==> src/rtl/rob_commit_unit.sv <==
// ---------------------------------------------------------------------------
// rob_commit_unit
//   Reorder buffer with in-order commit of up to COMMIT_W (1 or 2) entries per
//   cycle. It maintains the retirement RAT, frees superseded physical tags
//   and raises a flush/redirect when the head entry carries an exception or
//   a control-flow redirect.
//
// Ports
//   CLK, RESET            clock; asynchronous active-high reset
//   FREEZE                holds commit (allocation and completion continue)
//   alloc_*               allocate a new tail entry; alloc_tag = tail index,
//                         alloc_full = ROB holds 2^ROB_AW entries
//   cmp_*                 completion writeback addressed by ROB tag
//   free_valid/free_id    registered per-slot freed physical tag (slot 0 LSBs)
//   flush_OUT, copyRetRat_OUT, redirect_valid, redirect_pc
//                         registered one-cycle flush/redirect pulse
//   retRat_OUT            retirement RAT, arch register 0 at the MSBs
//   rob_empty             no entries outstanding
// ---------------------------------------------------------------------------
module rob_commit_unit #(
  parameter int          ROB_AW     = 4,
  parameter int          COMMIT_W   = 2,
  parameter int          PHYS_W     = 6,
  parameter logic [31:0] EXC_VECTOR = 32'h0000_0080
) (
  input  logic                       CLK,
  input  logic                       RESET,
  input  logic                       FREEZE,
  input  logic                       alloc_req,
  input  logic                       alloc_has_dst,
  input  logic [4:0]                 alloc_arch_dst,
  input  logic [PHYS_W-1:0]          alloc_phys_dst,
  output logic [ROB_AW-1:0]          alloc_tag,
  output logic                       alloc_full,
  input  logic                       cmp_valid,
  input  logic [ROB_AW-1:0]          cmp_tag,
  input  logic                       cmp_exc,
  input  logic                       cmp_redirect,
  input  logic [31:0]                cmp_target,
  output logic [COMMIT_W-1:0]        free_valid,
  output logic [COMMIT_W*PHYS_W-1:0] free_id,
  output logic                       flush_OUT,
  output logic                       copyRetRat_OUT,
  output logic                       redirect_valid,
  output logic [31:0]                redirect_pc,
  output logic [32*PHYS_W-1:0]       retRat_OUT,
  output logic                       rob_empty
);

  localparam int              DEPTH      = 1 << ROB_AW;
  localparam logic [ROB_AW:0] FULL_COUNT = (ROB_AW+1)'(DEPTH);

  // Entry storage
  logic [DEPTH-1:0]    valid_r, done_r, exc_r, redir_r, hasDst_r;
  logic [31:0]         target_r [DEPTH];
  logic [4:0]          arch_r   [DEPTH];
  logic [PHYS_W-1:0]   phys_r   [DEPTH];
  logic [ROB_AW-1:0]   head_r, tail_r;
  logic [ROB_AW:0]     count_r;

  // Retirement RAT
  logic [PHYS_W-1:0]   retRat_r [32];
  logic [31:0]         retRatValid_r;

  // Registered commit outputs (always two slots wide internally)
  logic [1:0]          freeValid_r;
  logic [2*PHYS_W-1:0] freeId_r;
  logic                flush_r, copyRetRat_r, redirValid_r;
  logic [31:0]         redirPc_r;

  // Commit decode
  logic [ROB_AW-1:0]   head1_s;
  logic                slot0_s, slot1_s, slot0Exc_s, flushDo_s;
  logic                write0_s, write1_s, old0Valid_s, old1Valid_s;
  logic [PHYS_W-1:0]   old0Phys_s, old1Phys_s;
  logic [1:0]          commitCnt_s;
  logic                allocDo_s, cmpDo_s;

  // Decide which slots retire this cycle and what mappings they displace
  always_comb begin
    head1_s     = head_r + ROB_AW'(1);
    slot0_s     = valid_r[head_r] && done_r[head_r] && !FREEZE;
    slot0Exc_s  = slot0_s && exc_r[head_r];
    flushDo_s   = slot0_s && (exc_r[head_r] || redir_r[head_r]);
    // Slot 1 only pairs with a clean slot 0; any flush ends the commit group.
    slot1_s     = (COMMIT_W == 2) && slot0_s && !exc_r[head_r] && !redir_r[head_r]
                  && valid_r[head1_s] && done_r[head1_s]
                  && !exc_r[head1_s] && !redir_r[head1_s];
    write0_s    = slot0_s && !exc_r[head_r] && hasDst_r[head_r];
    write1_s    = slot1_s && hasDst_r[head1_s];
    old0Phys_s  = retRat_r[arch_r[head_r]];
    old0Valid_s = retRatValid_r[arch_r[head_r]];
    // Same arch register in both slots: slot 1 displaces slot 0's new mapping.
    if (write0_s && (arch_r[head1_s] == arch_r[head_r])) begin
      old1Phys_s  = phys_r[head_r];
      old1Valid_s = 1'b1;
    end else begin
      old1Phys_s  = retRat_r[arch_r[head1_s]];
      old1Valid_s = retRatValid_r[arch_r[head1_s]];
    end
    commitCnt_s = {1'b0, slot0_s} + {1'b0, slot1_s};
    allocDo_s   = alloc_req && !alloc_full && !flush_OUT;
    cmpDo_s     = cmp_valid && valid_r[cmp_tag] && !flush_OUT;
  end

  // ROB state, retirement RAT and registered commit/flush outputs
  always_ff @(posedge CLK or posedge RESET) begin
    if (RESET) begin
      valid_r       <= {DEPTH{1'b0}};
      done_r        <= {DEPTH{1'b0}};
      exc_r         <= {DEPTH{1'b0}};
      redir_r       <= {DEPTH{1'b0}};
      hasDst_r      <= {DEPTH{1'b0}};
      for (int i = 0; i < DEPTH; i++) begin
        target_r[i] <= 32'h0000_0000;
        arch_r[i]   <= 5'd0;
        phys_r[i]   <= {PHYS_W{1'b0}};
      end
      head_r        <= {ROB_AW{1'b0}};
      tail_r        <= {ROB_AW{1'b0}};
      count_r       <= {(ROB_AW+1){1'b0}};
      for (int a = 0; a < 32; a++) begin
        retRat_r[a] <= {PHYS_W{1'b0}};
      end
      retRatValid_r <= 32'h0000_0000;
      freeValid_r   <= 2'b00;
      freeId_r      <= {(2*PHYS_W){1'b0}};
      flush_r       <= 1'b0;
      copyRetRat_r  <= 1'b0;
      redirValid_r  <= 1'b0;
      redirPc_r     <= 32'h0000_0000;
    end else begin
      freeValid_r  <= 2'b00;
      flush_r      <= 1'b0;
      copyRetRat_r <= 1'b0;
      redirValid_r <= 1'b0;

      if (allocDo_s) begin
        valid_r[tail_r]  <= 1'b1;
        done_r[tail_r]   <= 1'b0;
        exc_r[tail_r]    <= 1'b0;
        redir_r[tail_r]  <= 1'b0;
        hasDst_r[tail_r] <= alloc_has_dst;
        arch_r[tail_r]   <= alloc_arch_dst;
        phys_r[tail_r]   <= alloc_phys_dst;
        tail_r           <= tail_r + ROB_AW'(1);
      end

      if (cmpDo_s) begin
        done_r[cmp_tag]   <= 1'b1;
        exc_r[cmp_tag]    <= cmp_exc;
        redir_r[cmp_tag]  <= cmp_redirect;
        target_r[cmp_tag] <= cmp_target;
      end

      if (slot0_s) begin
        valid_r[head_r] <= 1'b0;
        if (write0_s) begin
          retRat_r[arch_r[head_r]]      <= phys_r[head_r];
          retRatValid_r[arch_r[head_r]] <= 1'b1;
          freeValid_r[0]                <= old0Valid_s;
          freeId_r[PHYS_W-1:0]          <= old0Phys_s;
        end
      end

      // Slot 1 RAT write comes last so it wins on a shared arch register.
      if (slot1_s) begin
        valid_r[head1_s] <= 1'b0;
        if (write1_s) begin
          retRat_r[arch_r[head1_s]]      <= phys_r[head1_s];
          retRatValid_r[arch_r[head1_s]] <= 1'b1;
          freeValid_r[1]                 <= old1Valid_s;
          freeId_r[2*PHYS_W-1:PHYS_W]    <= old1Phys_s;
        end
      end

      head_r  <= head_r + ROB_AW'(commitCnt_s);
      count_r <= count_r + (ROB_AW+1)'(allocDo_s) - (ROB_AW+1)'(commitCnt_s);

      // A flush discards every younger entry, including one allocated now.
      if (flushDo_s) begin
        valid_r      <= {DEPTH{1'b0}};
        head_r       <= {ROB_AW{1'b0}};
        tail_r       <= {ROB_AW{1'b0}};
        count_r      <= {(ROB_AW+1){1'b0}};
        flush_r      <= 1'b1;
        copyRetRat_r <= 1'b1;
        redirValid_r <= 1'b1;
        redirPc_r    <= slot0Exc_s ? EXC_VECTOR : target_r[head_r];
      end
    end
  end

  assign alloc_tag      = tail_r;
  assign alloc_full     = (count_r == FULL_COUNT);
  assign rob_empty      = (count_r == {(ROB_AW+1){1'b0}});
  assign free_valid     = freeValid_r[COMMIT_W-1:0];
  assign free_id        = freeId_r[COMMIT_W*PHYS_W-1:0];
  assign flush_OUT      = flush_r;
  assign copyRetRat_OUT = copyRetRat_r;
  assign redirect_valid = redirValid_r;
  assign redirect_pc    = redirPc_r;

  for (genvar g = 0; g < 32; g++) begin : gRatOut
    assign retRat_OUT[(31-g)*PHYS_W +: PHYS_W] = retRat_r[g];
  end

endmodule

==> config.mk <==
export PLATFORM = sky130hd
export DESIGN_NAME = rob_commit_unit
export DESIGN_NICKNAME = d
export VERILOG_FILES = /design/src/rtl/rob_commit_unit.sv
export SDC_FILE = /design/constraint.sdc
export NUM_CORES = 2
export LEC_CHECK = 0
export CORE_MARGIN = 5
export CORE_UTILIZATION = 55
export DETAILED_ROUTE_END_ITERATION = 7
export GPL_ROUTABILITY_DRIVEN = 0
export HOLD_SLACK_MARGIN = 0.1
export PLACE_DENSITY = 0.79
export SETUP_SLACK_MARGIN = 0.02
export SYNTH_ARGS = -nofsm -noshare
export SYNTH_HDL_FRONTEND = slang
export SYNTH_SLANG_ARGS = --single-unit
==> constraint.sdc <==
create_clock -name CLK -period 35.8 [get_ports CLK]
set_input_delay 5.37 -clock CLK [delete_from_list [all_inputs] [get_ports CLK]]
set_output_delay 5.37 -clock CLK [all_outputs]
set_load 0.05 [all_outputs]
==> impl_metrics.tcl <==
set metrics [dict create \
    outcome "completed" \
    cp_cell_sequence "clkdlybuf4s50_1, inv_8, buf_4, buf_4, buf_4, buf_4" \
    clkSinkCount 1052 \
    post_drt_via_cell_ratio 6.60 \
    slew-limit-headroom_pct 21.2 \
    hp-class "register to register" \
    finalSetupTns_ns 0 \
    wl_met2_um 75000 \
    wl_um 159000 \
    grt_pass1_wl_um 242000 \
    fin_crit_sh_pct 26.4 \
    synthDistinctLibCells 65 \
    ctsHtreeMaxLevel 3 \
    cts_root_buf "clkbuf_16" \
    cap_violations 0 \
    fin_worst_skew_ns 0.0334 \
    cts_resized 0 \
    initial_core_util_pct 55.4 \
    synth_seq_cells 1052 \
    cts_buffers 109 \
    ff2ff_setup_slack_ns 28.67 \
    fp.dieH_um 322 \
    cp.arrival_ns 10.09 \
    avgSynthCellArea_um2 13.1 \
    startpoint "RESET" \
    rr_startpoint "head_r[0]" \
    reg2reg_to "retRat_OUT[72]" \
    nFillCells 7020 \
    wire_per_inst_um 28.2 \
    top_layer "met5" \
    yosysTopAreaCell "dfrtp_1" \
    drtAntennaViolNets 0 \
    critPathMaxFanout 116 \
    min_period_ns 9.44 \
    cp-start-kind "primary input" \
    reg2reg_depth 12 \
    cts_setup_buffers 0 \
    yosysSeqAreaShare_pct 49.1 \
    drt_iter0_drc 4280 \
    numPortBuffers 301 \
    met1_length_um 60500 \
    p_per_area_mw_per_mm2 107 \
    min_from "done_r[9]" \
    track_usage_pct 30.3 \
    slowest_stage "buf_4" \
    worstSkewPairLatency_ns 0.71 \
    drc 0 \
    cpPeakStageDelay_ns 0.97 \
    grt_max_degree 181 \
    synthFlopType "dfrtp_1" \
    max_freq_ghz 0.106 \
    num_rows 114 \
    stdcell_area_mm2 0.0615 \
    placed_cell_area_mm2 0.0576 \
    syn_inst 4081 \
    wl_met3_um 14400 \
    dp_hpwl_um 98300 \
    grt_pass1_vias 38182 \
    ctsHoldBuffers 0 \
    core_mm2 0.0967 \
    synth-edff-count 0 \
    rsz0062_at_grt "no" \
    leakagePower_nw 27.8 \
    antenna_found_initial 12 \
    setup_viol 0 \
    worst_slew_pin_slew_ns 1.18 \
    yosysTopAreaCellShare_pct 49.1 \
    slew_viol_final 0 \
    die_w_um 322 \
    syn-num-nets 4157 \
    vdd_drop_max_mv 0.124 \
    worst-setup-path-type "primary input to async pin" \
    ys_warn_count 0 \
    cts.clk_slew.worst_paths_ns 0.06 \
    drtPass1Iterations 6 \
    end_kind "async pin" \
    critPathCapture "target_r[104]" \
    crit_required_ns 36.45 \
    synth.most_common_cell "dfrtp_1" \
    dieArea_mm2 0.104 \
    nets 4324 \
    grt-ovfl-total 0 \
    ys_top_cells_by_area "dfrtp_1 49%, mux2_2 15%, mux4_2 14%" \
    async_flop_share_pct 100 \
    cts_tree "done" \
    finalHoldViolCount 0 \
    syn2layout_area_growth_pct 14.7 \
    ios 302 \
    drive_above_1_share_pct 31.5 \
    synthesis.area_mm2 0.0536 \
    clk_path_buf_depth 3 \
    vias 37101 \
    synthTopCellsByCount "1052 x dfrtp_1, 693 x mux2_2, 548 x nand2_1, 380 x mux2i_1, 344 x mux4_2" \
    crit_top_cell "buf_4" \
]
==> critical path, delay by kind of cell <==
| kind | cells | cell delay [ns] |
|---|---|---|
| buffers and inverters | 6 | 4.50 |
==> cells in the final DEF (no fill, tap or decap), types with 23 or more instances in the layout <==
cell / netlist / routed
a211o_1: 32 / 32
a21oi_1: 102 / 102
buf_4: 16 / 74
clkbuf_16: 0 / 112
clkbuf_8: 0 / 32
clkdlybuf4s50_1: 0 / 301
dfrtp_1: 1052 / 1048
inv_1: 41 / 40
mux2_2: 693 / 693
mux2i_1: 380 / 380
mux4_2: 344 / 343
nand2_1: 548 / 548
nand2b_1: 40 / 40
nand3_1: 46 / 46
nor2_1: 141 / 129
nor2_4: 11 / 23
o21ai_0: 75 / 74
==> metal layers <==
metal | GRT usage [%] | vias to the layer above
li1 | - | 15277
met1 | 40.6 | 19258
met2 | 47.4 | 1994
met3 | 6.93 | 568
met4 | 14.7 | 4
met5 | 0 | -
==> how the worst min path moves through the flow <==
stage | endpoint | slack, ns | cells after the start
floorplan | retRatValid_r[2] | 0.45 | 1
global placement | retRatValid_r[27] | 0.46 | 1
detailed placement | done_r[12] | 0.47 | 1
CTS | done_r[10] | 0.48 | 1
global route | retRatValid_r[31] | 0.50 | 1
finish | done_r[9] | 0.48 | 1
==> state kept, by name (all words and copies together), names as in the netlist, 4 cells and up <==
signal / count
retRatValid_r: 32
done_r: 16
head_r: 4
target_r: 512
redir_r: 16
free_id: 12
redirect_pc: 32
arch_r: 80
exc_r: 16
valid_r: 16
retRat_OUT: 192
phys_r: 96
count_r: 5
hasDst_r: 16
alloc_tag: 4
==> layout make-up <==
type,instances,area (um2),area share [%]
clock buffers,163,3310,5.39
well taps,1276,1600,2.60
repair buffers,378,3630,5.90
inverters,44,173,0.281
flip-flops and latches,1052,26300,42.9
diodes,6,15.0,0.0244
multi-input cells,2663,25900,42.1
clock inverters,38,508,0.826
==> kinds of logic (layout without fill, tap and decap cells) <==
kind of cell    Yosys count  after routing  synth area share (%)
mux                    1418           1418                  36.1
compound gates          312            312                  3.69
simple gates            896            896                  7.40
fa+ha+maj                21             21                 0.518
flops                  1052           1052                  49.1
other cells               0              6                     0
xor+xnor                 16             16                 0.275
buf+inv                 366            623                  2.85
==> stage by stage <==
step	setup slack, ns	instances	total power [mW]	hold slack (ns)	util (%)
6_report	26.36	5620	6.56	0.477	63.6
2_1_floorplan	0.820	4081	4.30	0.446	-
3_5_place_dp	25.43	5413	5.29	0.466	59.6
5_1_grt	25.54	5615	6.82	0.496	63.5
3_3_place_gp	25.44	5413	5.20	0.460	59.6
4_1_cts	26.18	5614	6.51	0.480	63.5
==> power by group <==
part / total [mW] / internal, mW / switching (mW)
combinational: 3.32 / 1.36 / 1.96
clock: 1.20 / 0.706 / 0.492
sequential: 2.04 / 1.67 / 0.374
total: 6.56 / 3.73 / 2.83
(Power assumes the default switching activity.)
